## src/rtl/sr_seq_pkg.sv

```systemverilog
// Shared types and defaults for the SR latch command sequencer.
// Optional retry on verify failure is enabled with SR_SEQ_RETRY_EN.
package sr_seq_pkg;

    typedef enum logic [1:0] {
        IDLE   = 2'd0,
        DRIVE  = 2'd1,
        SETTLE = 2'd2,
        CHECK  = 2'd3
    } seq_state_t;

    localparam logic CMD_SET = 1'b1;
    localparam logic CMD_RST = 1'b0;

    localparam int DEF_DB_CYCLES    = 4;
    localparam int DEF_PULSE_CYCLES = 2;
    localparam int DEF_CHK_CYCLES   = 3;

    function automatic int max2(input int a, input int b);
        return (a > b) ? a : b;
    endfunction

endpackage

```

## src/rtl/btn_debounce.sv

```systemverilog
// Two-flop synchronizer, stable-count debouncer and registered rising-edge pulse
// for one raw push-button input.
module btn_debounce #(
    parameter int DB_CYCLES = 4
) (
    input  logic clk,
    input  logic rst_n,
    input  logic btn,
    output logic rise
);

    localparam int CW = $clog2(DB_CYCLES + 1);

    logic          sync1;
    logic          sync2;
    logic          level;
    logic          level_d;
    logic [CW-1:0] cnt;

    // The level only moves after DB_CYCLES consecutive synced samples disagree with it.
    always_ff @(posedge clk) begin
        if (!rst_n) begin
            sync1   <= 1'b0;
            sync2   <= 1'b0;
            level   <= 1'b0;
            level_d <= 1'b0;
            cnt     <= '0;
            rise    <= 1'b0;
        end else begin
            sync1   <= btn;
            sync2   <= sync1;
            level_d <= level;
            rise    <= level & ~level_d;
            if (sync2 == level) begin
                cnt <= '0;
            end else if (cnt == CW'(DB_CYCLES - 1)) begin
                level <= sync2;
                cnt   <= '0;
            end else begin
                cnt <= cnt + 1'b1;
            end
        end
    end

endmodule

```

## src/rtl/sr_cmd_sequencer.sv

```systemverilog
// Turns debounced set/reset button presses into exclusive, verified S/R pulses for an SR latch.
// Define SR_SEQ_RETRY_EN to allow one re-drive before a verify failure becomes sticky.
module sr_cmd_sequencer
    import sr_seq_pkg::*;
#(
    parameter int DB_CYCLES    = DEF_DB_CYCLES,
    parameter int PULSE_CYCLES = DEF_PULSE_CYCLES,
    parameter int CHK_CYCLES   = DEF_CHK_CYCLES
) (
    input  logic Clk,
    input  logic Rst_n,
    input  logic set_btn,
    input  logic rst_btn,
    input  logic Q_fb,
    input  logic QBar_fb,
    output logic S,
    output logic R,
    output logic busy,
    output logic state_q,
    output logic err
);

    localparam int CW = $clog2(max2(PULSE_CYCLES, CHK_CYCLES) + 1);

    seq_state_t    state, state_d;
    logic [CW-1:0] cnt, cnt_d;
    logic          tgt, tgt_d;
    logic          state_q_d, err_d;
    logic          pick;
    logic          set_rise, rst_rise;
    logic          set_pend, rst_pend;
    logic          set_clr, rst_clr;
    logic          q_s1, q_s2, qb_s1, qb_s2;
`ifdef SR_SEQ_RETRY_EN
    logic          retry, retry_d;
`endif

    btn_debounce #(.DB_CYCLES(DB_CYCLES)) u_set_db (
        .clk  (Clk),
        .rst_n(Rst_n),
        .btn  (set_btn),
        .rise (set_rise)
    );

    btn_debounce #(.DB_CYCLES(DB_CYCLES)) u_rst_db (
        .clk  (Clk),
        .rst_n(Rst_n),
        .btn  (rst_btn),
        .rise (rst_rise)
    );

    // A new edge wins over a same-cycle clear so a press during service is never lost.
    always_ff @(posedge Clk) begin
        if (!Rst_n) begin
            q_s1     <= 1'b0;
            q_s2     <= 1'b0;
            qb_s1    <= 1'b0;
            qb_s2    <= 1'b0;
            set_pend <= 1'b0;
            rst_pend <= 1'b0;
        end else begin
            q_s1     <= Q_fb;
            q_s2     <= q_s1;
            qb_s1    <= QBar_fb;
            qb_s2    <= qb_s1;
            set_pend <= set_rise | (set_pend & ~set_clr);
            rst_pend <= rst_rise | (rst_pend & ~rst_clr);
        end
    end

    always_ff @(posedge Clk) begin
        if (!Rst_n) begin
            state   <= IDLE;
            cnt     <= '0;
            tgt     <= CMD_RST;
            state_q <= 1'b0;
            err     <= 1'b0;
`ifdef SR_SEQ_RETRY_EN
            retry   <= 1'b0;
`endif
        end else begin
            state   <= state_d;
            cnt     <= cnt_d;
            tgt     <= tgt_d;
            state_q <= state_q_d;
            err     <= err_d;
`ifdef SR_SEQ_RETRY_EN
            retry   <= retry_d;
`endif
        end
    end

    always_comb begin
        state_d   = state;
        cnt_d     = cnt;
        tgt_d     = tgt;
        state_q_d = state_q;
        err_d     = err;
        set_clr   = 1'b0;
        rst_clr   = 1'b0;
        pick      = rst_pend ? CMD_RST : CMD_SET;
`ifdef SR_SEQ_RETRY_EN
        retry_d   = retry;
`endif
        case (state)
            IDLE: begin
                cnt_d = '0;
                if (rst_pend || set_pend) begin
                    rst_clr = rst_pend;
                    set_clr = ~rst_pend;
                    // A request for the already-confirmed level is dropped unless a past verify failed.
                    if ((pick != state_q) || err) begin
                        state_d = DRIVE;
                        tgt_d   = pick;
                    end
                end
            end
            DRIVE: begin
                if (cnt == CW'(PULSE_CYCLES - 1)) begin
                    state_d = SETTLE;
                    cnt_d   = '0;
                end else begin
                    cnt_d = cnt + 1'b1;
                end
            end
            SETTLE: begin
                if (cnt == CW'(CHK_CYCLES - 1)) begin
                    state_d = CHECK;
                    cnt_d   = '0;
                end else begin
                    cnt_d = cnt + 1'b1;
                end
            end
            CHECK: begin
                cnt_d = '0;
                if ((q_s2 == tgt) && (qb_s2 == ~tgt)) begin
                    state_q_d = tgt;
                    state_d   = IDLE;
                end else begin
`ifdef SR_SEQ_RETRY_EN
                    if (!retry) begin
                        retry_d = 1'b1;
                        state_d = DRIVE;
                    end else begin
                        err_d   = 1'b1;
                        state_d = IDLE;
                    end
`else
                    err_d   = 1'b1;
                    state_d = IDLE;
`endif
                end
            end
            default: begin
                state_d = IDLE;
                cnt_d   = '0;
            end
        endcase
`ifdef SR_SEQ_RETRY_EN
        if (state_d == IDLE) begin
            retry_d = 1'b0;
        end
`endif
    end

    assign S    = (state == DRIVE) && (tgt == CMD_SET);
    assign R    = (state == DRIVE) && (tgt == CMD_RST);
    assign busy = (state != IDLE);

endmodule

```

## config.mk

```make
export PLATFORM = sky130hd
export DESIGN_NAME = sr_cmd_sequencer
export DESIGN_NICKNAME = d
export VERILOG_FILES = /design/src/rtl/sr_seq_pkg.sv /design/src/rtl/btn_debounce.sv /design/src/rtl/sr_cmd_sequencer.sv
export SDC_FILE = /design/constraint.sdc
export NUM_CORES = 1
export LEC_CHECK = 0
export BUFFER_PORTS_ARGS = -buffer_cell sky130_fd_sc_hd__buf_2
export CAP_MARGIN = 30
export CORE_ASPECT_RATIO = 0.8
export CORE_MARGIN = 4
export CORE_UTILIZATION = 55
export CTS_CLUSTER_DIAMETER = 120
export DETAILED_ROUTE_END_ITERATION = 12
export PLACE_DENSITY = 0.74
export SLEW_MARGIN = 20
export SYNTH_ARGS = -nofsm -noshare
export SYNTH_HDL_FRONTEND = slang
export SYNTH_SLANG_ARGS = --single-unit
```

## constraint.sdc

```tcl
create_clock -name Clk -period 1.4 [get_ports Clk]
set_input_delay 0.35 -clock Clk [delete_from_list [all_inputs] [get_ports Clk]]
set_output_delay 0.35 -clock Clk [all_outputs]
set_load 0.02 [all_outputs]
```

# Yosys cells after proc, flatten, opt, wreduce, memory -nomap -nowiden
# Index checks and enable logic that the tools add are counted.
dict set report classes {
  n_addsub 3
  eq_ne 16
  muxes 13
  n_bitwise 16
  n_reduce_logical 16
}
# operator n
set op_table {}
lappend op_table {{two-way mux 2 bit} 6}
lappend op_table {{inverter 1 bit} 10}
lappend op_table {{!= test 2 bit, second input constant} 4}
lappend op_table {{case mux 2 bit (4 select lines)} 1}
lappend op_table {{AND reduction 2 bit} 4}
lappend op_table {{adder 3 x 1 -> 3 bit, second input constant} 2}
lappend op_table {{equality test 2 bit, second input constant} 3}
lappend op_table {{equality test 3 x 2 -> 1 bit, second input constant} 2}
lappend op_table {{case mux 2 bit (3 select lines)} 1}
lappend op_table {{OR reduction 3 bit} 2}
lappend op_table {{two-way mux 1 bit} 5}
lappend op_table {{AND 1 bit} 4}
lappend op_table {{equality test 1 bit} 4}
lappend op_table {{equality test 2 x 1 -> 1 bit, second input constant} 2}
lappend op_table {{AND reduction 4 bit} 1}
lappend op_table {{logical AND 1 bit} 3}
lappend op_table {{AND reduction 3 bit} 1}
lappend op_table {{adder 2 x 1 -> 2 bit, second input constant} 1}
lappend op_table {{zero test 2 bit} 1}
lappend op_table {{logical OR 1 bit} 2}
lappend op_table {{bitwise OR 1 bit} 2}
lappend op_table {{nonzero test 2 bit} 1}
lappend op_table {{OR reduction 2 bit} 1}
lappend op_table {{!= test 1 bit} 1}
dict set report totals {
  reg_bits 29
  inputBits 6
  output_inout_bits 5
}

# Logic depth before layout (Yosys ltp)
dict set report depth {
  depth_word 6
  depth_mapped 5
}

# By module
# A second synthesis with hierarchy kept.
dict set report hier_totals {
  cells_unflattened 107
  area_unflattened_um2 1169.9
}
# module instances cells_each area_each_um2
set modules_own_cells {}
lappend modules_own_cells {sr_cmd_sequencer 1 65 629.4}
lappend modules_own_cells {btn_debounce 2 21 270.3}

# Worst setup path before layout
# OpenSTA, ideal clock, no wires.
dict set report synth_timing {
  kind {register to output}
  start {register state[1]}
  end {output R}
  arrival_ps 965
  path_slack_ps 85
  path_stages_with_launch 4
  cell_sequence {dfxtp_1 -> inv_1 -> ha_1 -> nor2b_1}
}
dict set report synth_between {
  elab_chain_len 2
}
# item line
set synth_lines {}
lappend synth_lines {{start, declared} sr_cmd_sequencer.sv:25} ;# seq_state_t state, state_d;
lappend synth_lines {{start signal, assigned} sr_cmd_sequencer.sv:82} ;# state <= state_d;
lappend synth_lines {{equality test 2 x 1 -> 1 bit} sr_cmd_sequencer.sv:167} ;# assign R = (state == DRIVE) && (tgt == CMD_RST);
lappend synth_lines {{logical AND 1 bit} sr_cmd_sequencer.sv:167}
lappend synth_lines {{end, declared} sr_cmd_sequencer.sv:17} ;# output logic R,
# No other way between the ends.

# Worst setup path after layout
# Same ends and word-level chain as after synthesis.

==> results.py <==
metrics = {
    "die": {
        "die-area_um2": 2810,
        "fp.dieW_um": 58.3,
        "io_pins": 11,
        "die_h_um": 48.2,
        "coreArea_um2": 1910,
        "initial_core_util_pct": 58.3,
        "rows": 14,
    },
    "placement": {
        "hpwl_um": 1290,
        "io_buffers": 10,
        "placed_cells": 147,
        "dp_slack_ps": 16.9,
        "gp_congestion": 0.739,
    },
    "synthesis": {
        "synth_top_area_cell": "dfxtp_1",
        "yosys-mux-area-fraction_pct": 2.70,
        "synth_area_leaders": "dfxtp_1 52%, ha_1 10%, and2_1 6.2%",
        "synth-edff-count": 0,
        "synth_compound_area_share_pct": 8.54,
        "ys_ff_latch": 29,
        "synth_top_family_by_area": "simple AND/OR/NAND/NOR gates",
        "ys_async_sr_fraction_pct": 0,
        "synth-warning-count": 0,
        "syn-num-nets": 128,
        "synth-xor-area-share_pct": 2.36,
        "ys_seq_area_share_pct": 52.1,
        "synth_simple_gate_area_share_pct": 19.8,
        "syn_area_per_cell_um2": 9.85,
        "syn_area_um2": 1110,
        "synth_cells": 113,
        "yosysTopAreaCellShare_pct": 52.1,
        "ys.flop_type": "dfxtp_1",
        "yosysMostFrequentCell": "dfxtp_1",
        "synth_fa_ha_area_share_pct": 10.1,
        "synthDistinctLibCells": 24,
        "synth_common_cells": "29 x dfxtp_1, 14 x nor2_1, 11 x and2_1, 11 x inv_1, 9 x ha_1",
    },
    "pwr": {
        "power_frac_seq_pct": 54.3,
        "p_sw_w": 0.000433,
        "intPower_w": 0.00119,
        "p_comb_share_pct": 17.1,
        "p_leak_nw": 0.606,
        "power_w": 0.00162,
        "ir_drop_mv": 0.991,
        "p_per_area_nw_per_um2": 1190,
        "power.share.clock_pct": 28.6,
        "swShare_pct": 26.7,
    },
    "global_route": {
        "grt_pass1_wl_um": 3290,
        "overflow": 0,
        "grt_max_degree": 13,
        "grt_pass1_vias": 800,
        "antenna_found_initial": 0,
        "grtUsageTotal_pct": 16.5,
    },
    "sta": {
        "period_minus_slack_ps": 1530,
        "skew_ps": 11.0,
        "finalWorstSetupSlack_ps": -132,
        "hold_violations": 0,
        "rsz0062_at_grt": "true",
        "fmax_mhz": 653,
        "drv_slew": 0,
        "relSlewSlack_pct": 84.0,
        "setup_viol": 4,
        "fin_crit_sh_pct": 109,
        "tightest_slew_ps": 239,
    },
    "clock_tree": {
        "clkSlewWorstSetupHoldPaths_ps": 90,
        "cts_tree": "done",
        "hold_buffers": 0,
        "clockBufferDepth": 2,
        "cts_buffers": 5,
        "htreeDepth": 2,
        "cts-root-buf": "clkbuf_4",
        "numClockSinks": 29,
        "worst_skew_pair.late_latency_ps": 320,
    },
    "worst_setup_path": {
        "critPathLaunchType": "register",
        "required_ps": 1050,
        "critical_path.max_fanout": 5,
        "critPathSlowestCell": "dfxtp_2",
        "cp-end-kind": "output pin",
        "max_stage_delay_ps": 370,
        "cp.arrival_ps": 1180,
        "path_class": "register to output pin",
        "crit_chain": "inv_4 -> ha_4 -> nor2b_1 -> buf_4",
    },
    "cells_and_area": {
        "stdcell_count": 162,
        "final_nets": 152,
        "diodes": 0,
        "nFillCells": 130,
        "syn_to_final_growth_pct": 22.4,
        "drive_gt1_share_pct": 25.4,
    },
    "route": {
        "drt-total-wl_um": 2060,
        "first_iter_violations": 25,
        "drtAntennaViolNets": 0,
        "vias_per_cell": 5.09,
        "vias": 825,
        "routedWlPerCell_um": 12.7,
        "first_pass_iters": 6,
        "drcViolationCount": 0,
    },
    "job": {
        "cap_viol_max_count": 0,
    },
    "min_path": {
        "hp-class": "input port to register",
    },
    "run_status": {
        "violations": "negative setup slack",
        "status": "finished with violations",
    },
}
## power groups by stage
stage          registers [W]  logic, W  clock network [W]
6_report            0.000881  0.000278           0.000464
5_1_grt             0.000883  0.000298           0.000529
4_1_cts             0.000877  0.000259           0.000478
3_5_place_dp        0.000887  0.000176                  0
3_3_place_gp        0.000885  0.000171                  0
2_1_floorplan       0.000882  0.000131                  0
## state kept, by name, summed over array words and instances (netlist names), 2 cells and up
register	flops
cnt	2
state	2
u_rst_db.cnt	3
u_set_db.cnt	3
## metal layers
metal  up-vias  track usage, %  part of all wire (%)
li1        415               -                     -
met1       381            17.3                    43
met2        18            28.1                    49
met3        11            7.94                   5.0
met4         0            9.26                   2.6
met5         -               0                     0
## area by class of cell
class,count,area [µm²],area share (%)
clock buffer,6,41.3,3.03
multi-input combinational,71,517,37.9
tap,24,30.0,2.20
timing repair buffer,19,133,9.73
clock inverter,2,10.0,0.735
sequential,29,586,43.0
inverter,11,46.3,3.40
## what timing repair did
| action | CTS | global route |
|---|---|---|
| pin swaps | 2 | 2 |
| buffers inserted | 6 | 1 |
| setup endpoints to repair | 4 | 7 |
| cloned | 0 | 0 |
| resized for setup | 18 | 1 |
## layout by cell type (no fill, tap or decap), drive strengths merged
cell and instances:
a21oi 6, nor2 14, a21o 1, o21ai 2, xor2 1, buf 19
ha 9, or3 2, dfxtp 29, nor3b 1, clkinv 2, nor3 1
nor2b 5, xnor2 2, mux2i 3, o211a 1, nand3b 3, a311oi 1
inv 11, a31oi 1, nand2 2, nand2b 2, clkbuf 6, a22oi 2
and2 11, o21a 1
## per-stage QoR
step	setup TNS [ps]	util, %	hold WS [ps]	area (µm²)
2_1_floorplan	0	-	367	1110
3_3_place_gp	0	62.9	373	1200
3_5_place_dp	0	62.9	380	1200
4_1_cts	-274	70.7	219	1350
5_1_grt	-576	71.4	218	1360
6_report	-357	71.4	230	1360
## worst max-delay path: cells and delay by family (launching register included)
family | cells | cell delay, ps
buffers and inverters | 2 | 210
and+or+nand+nor | 1 | 120
DFF | 1 | 370
adders and majority gates | 1 | 160
## path summary, 6_finish.rpt
check	from	endpoint	slack [ps]	cells past startpoint
min	QBar_fb	qb_s1$_SDFF_PN0_	230	2
max reg2reg	state[0]$_SDFFE_PN0P_	state[1]$_SDFFE_PN0P_	-60	6
max	state[1]$_SDFFE_PN0P_	R	-130	4
min reg2reg	u_set_db.level_d$_SDFF_PN0_	u_set_db.rise$_SDFF_PN0_	390	1
## cells by family (layout without fill, tap and decap cells)
group,after synthesis,after routing
and+or+nand+nor,41,41
DFF,29,29
AOI/OAI and AO/OA,15,15
buffers and inverters,13,38
adders and majority gates,9,9
xor gates and xnor gates,3,3
muxes,3,3
Power figures use the tool's default switching activity.
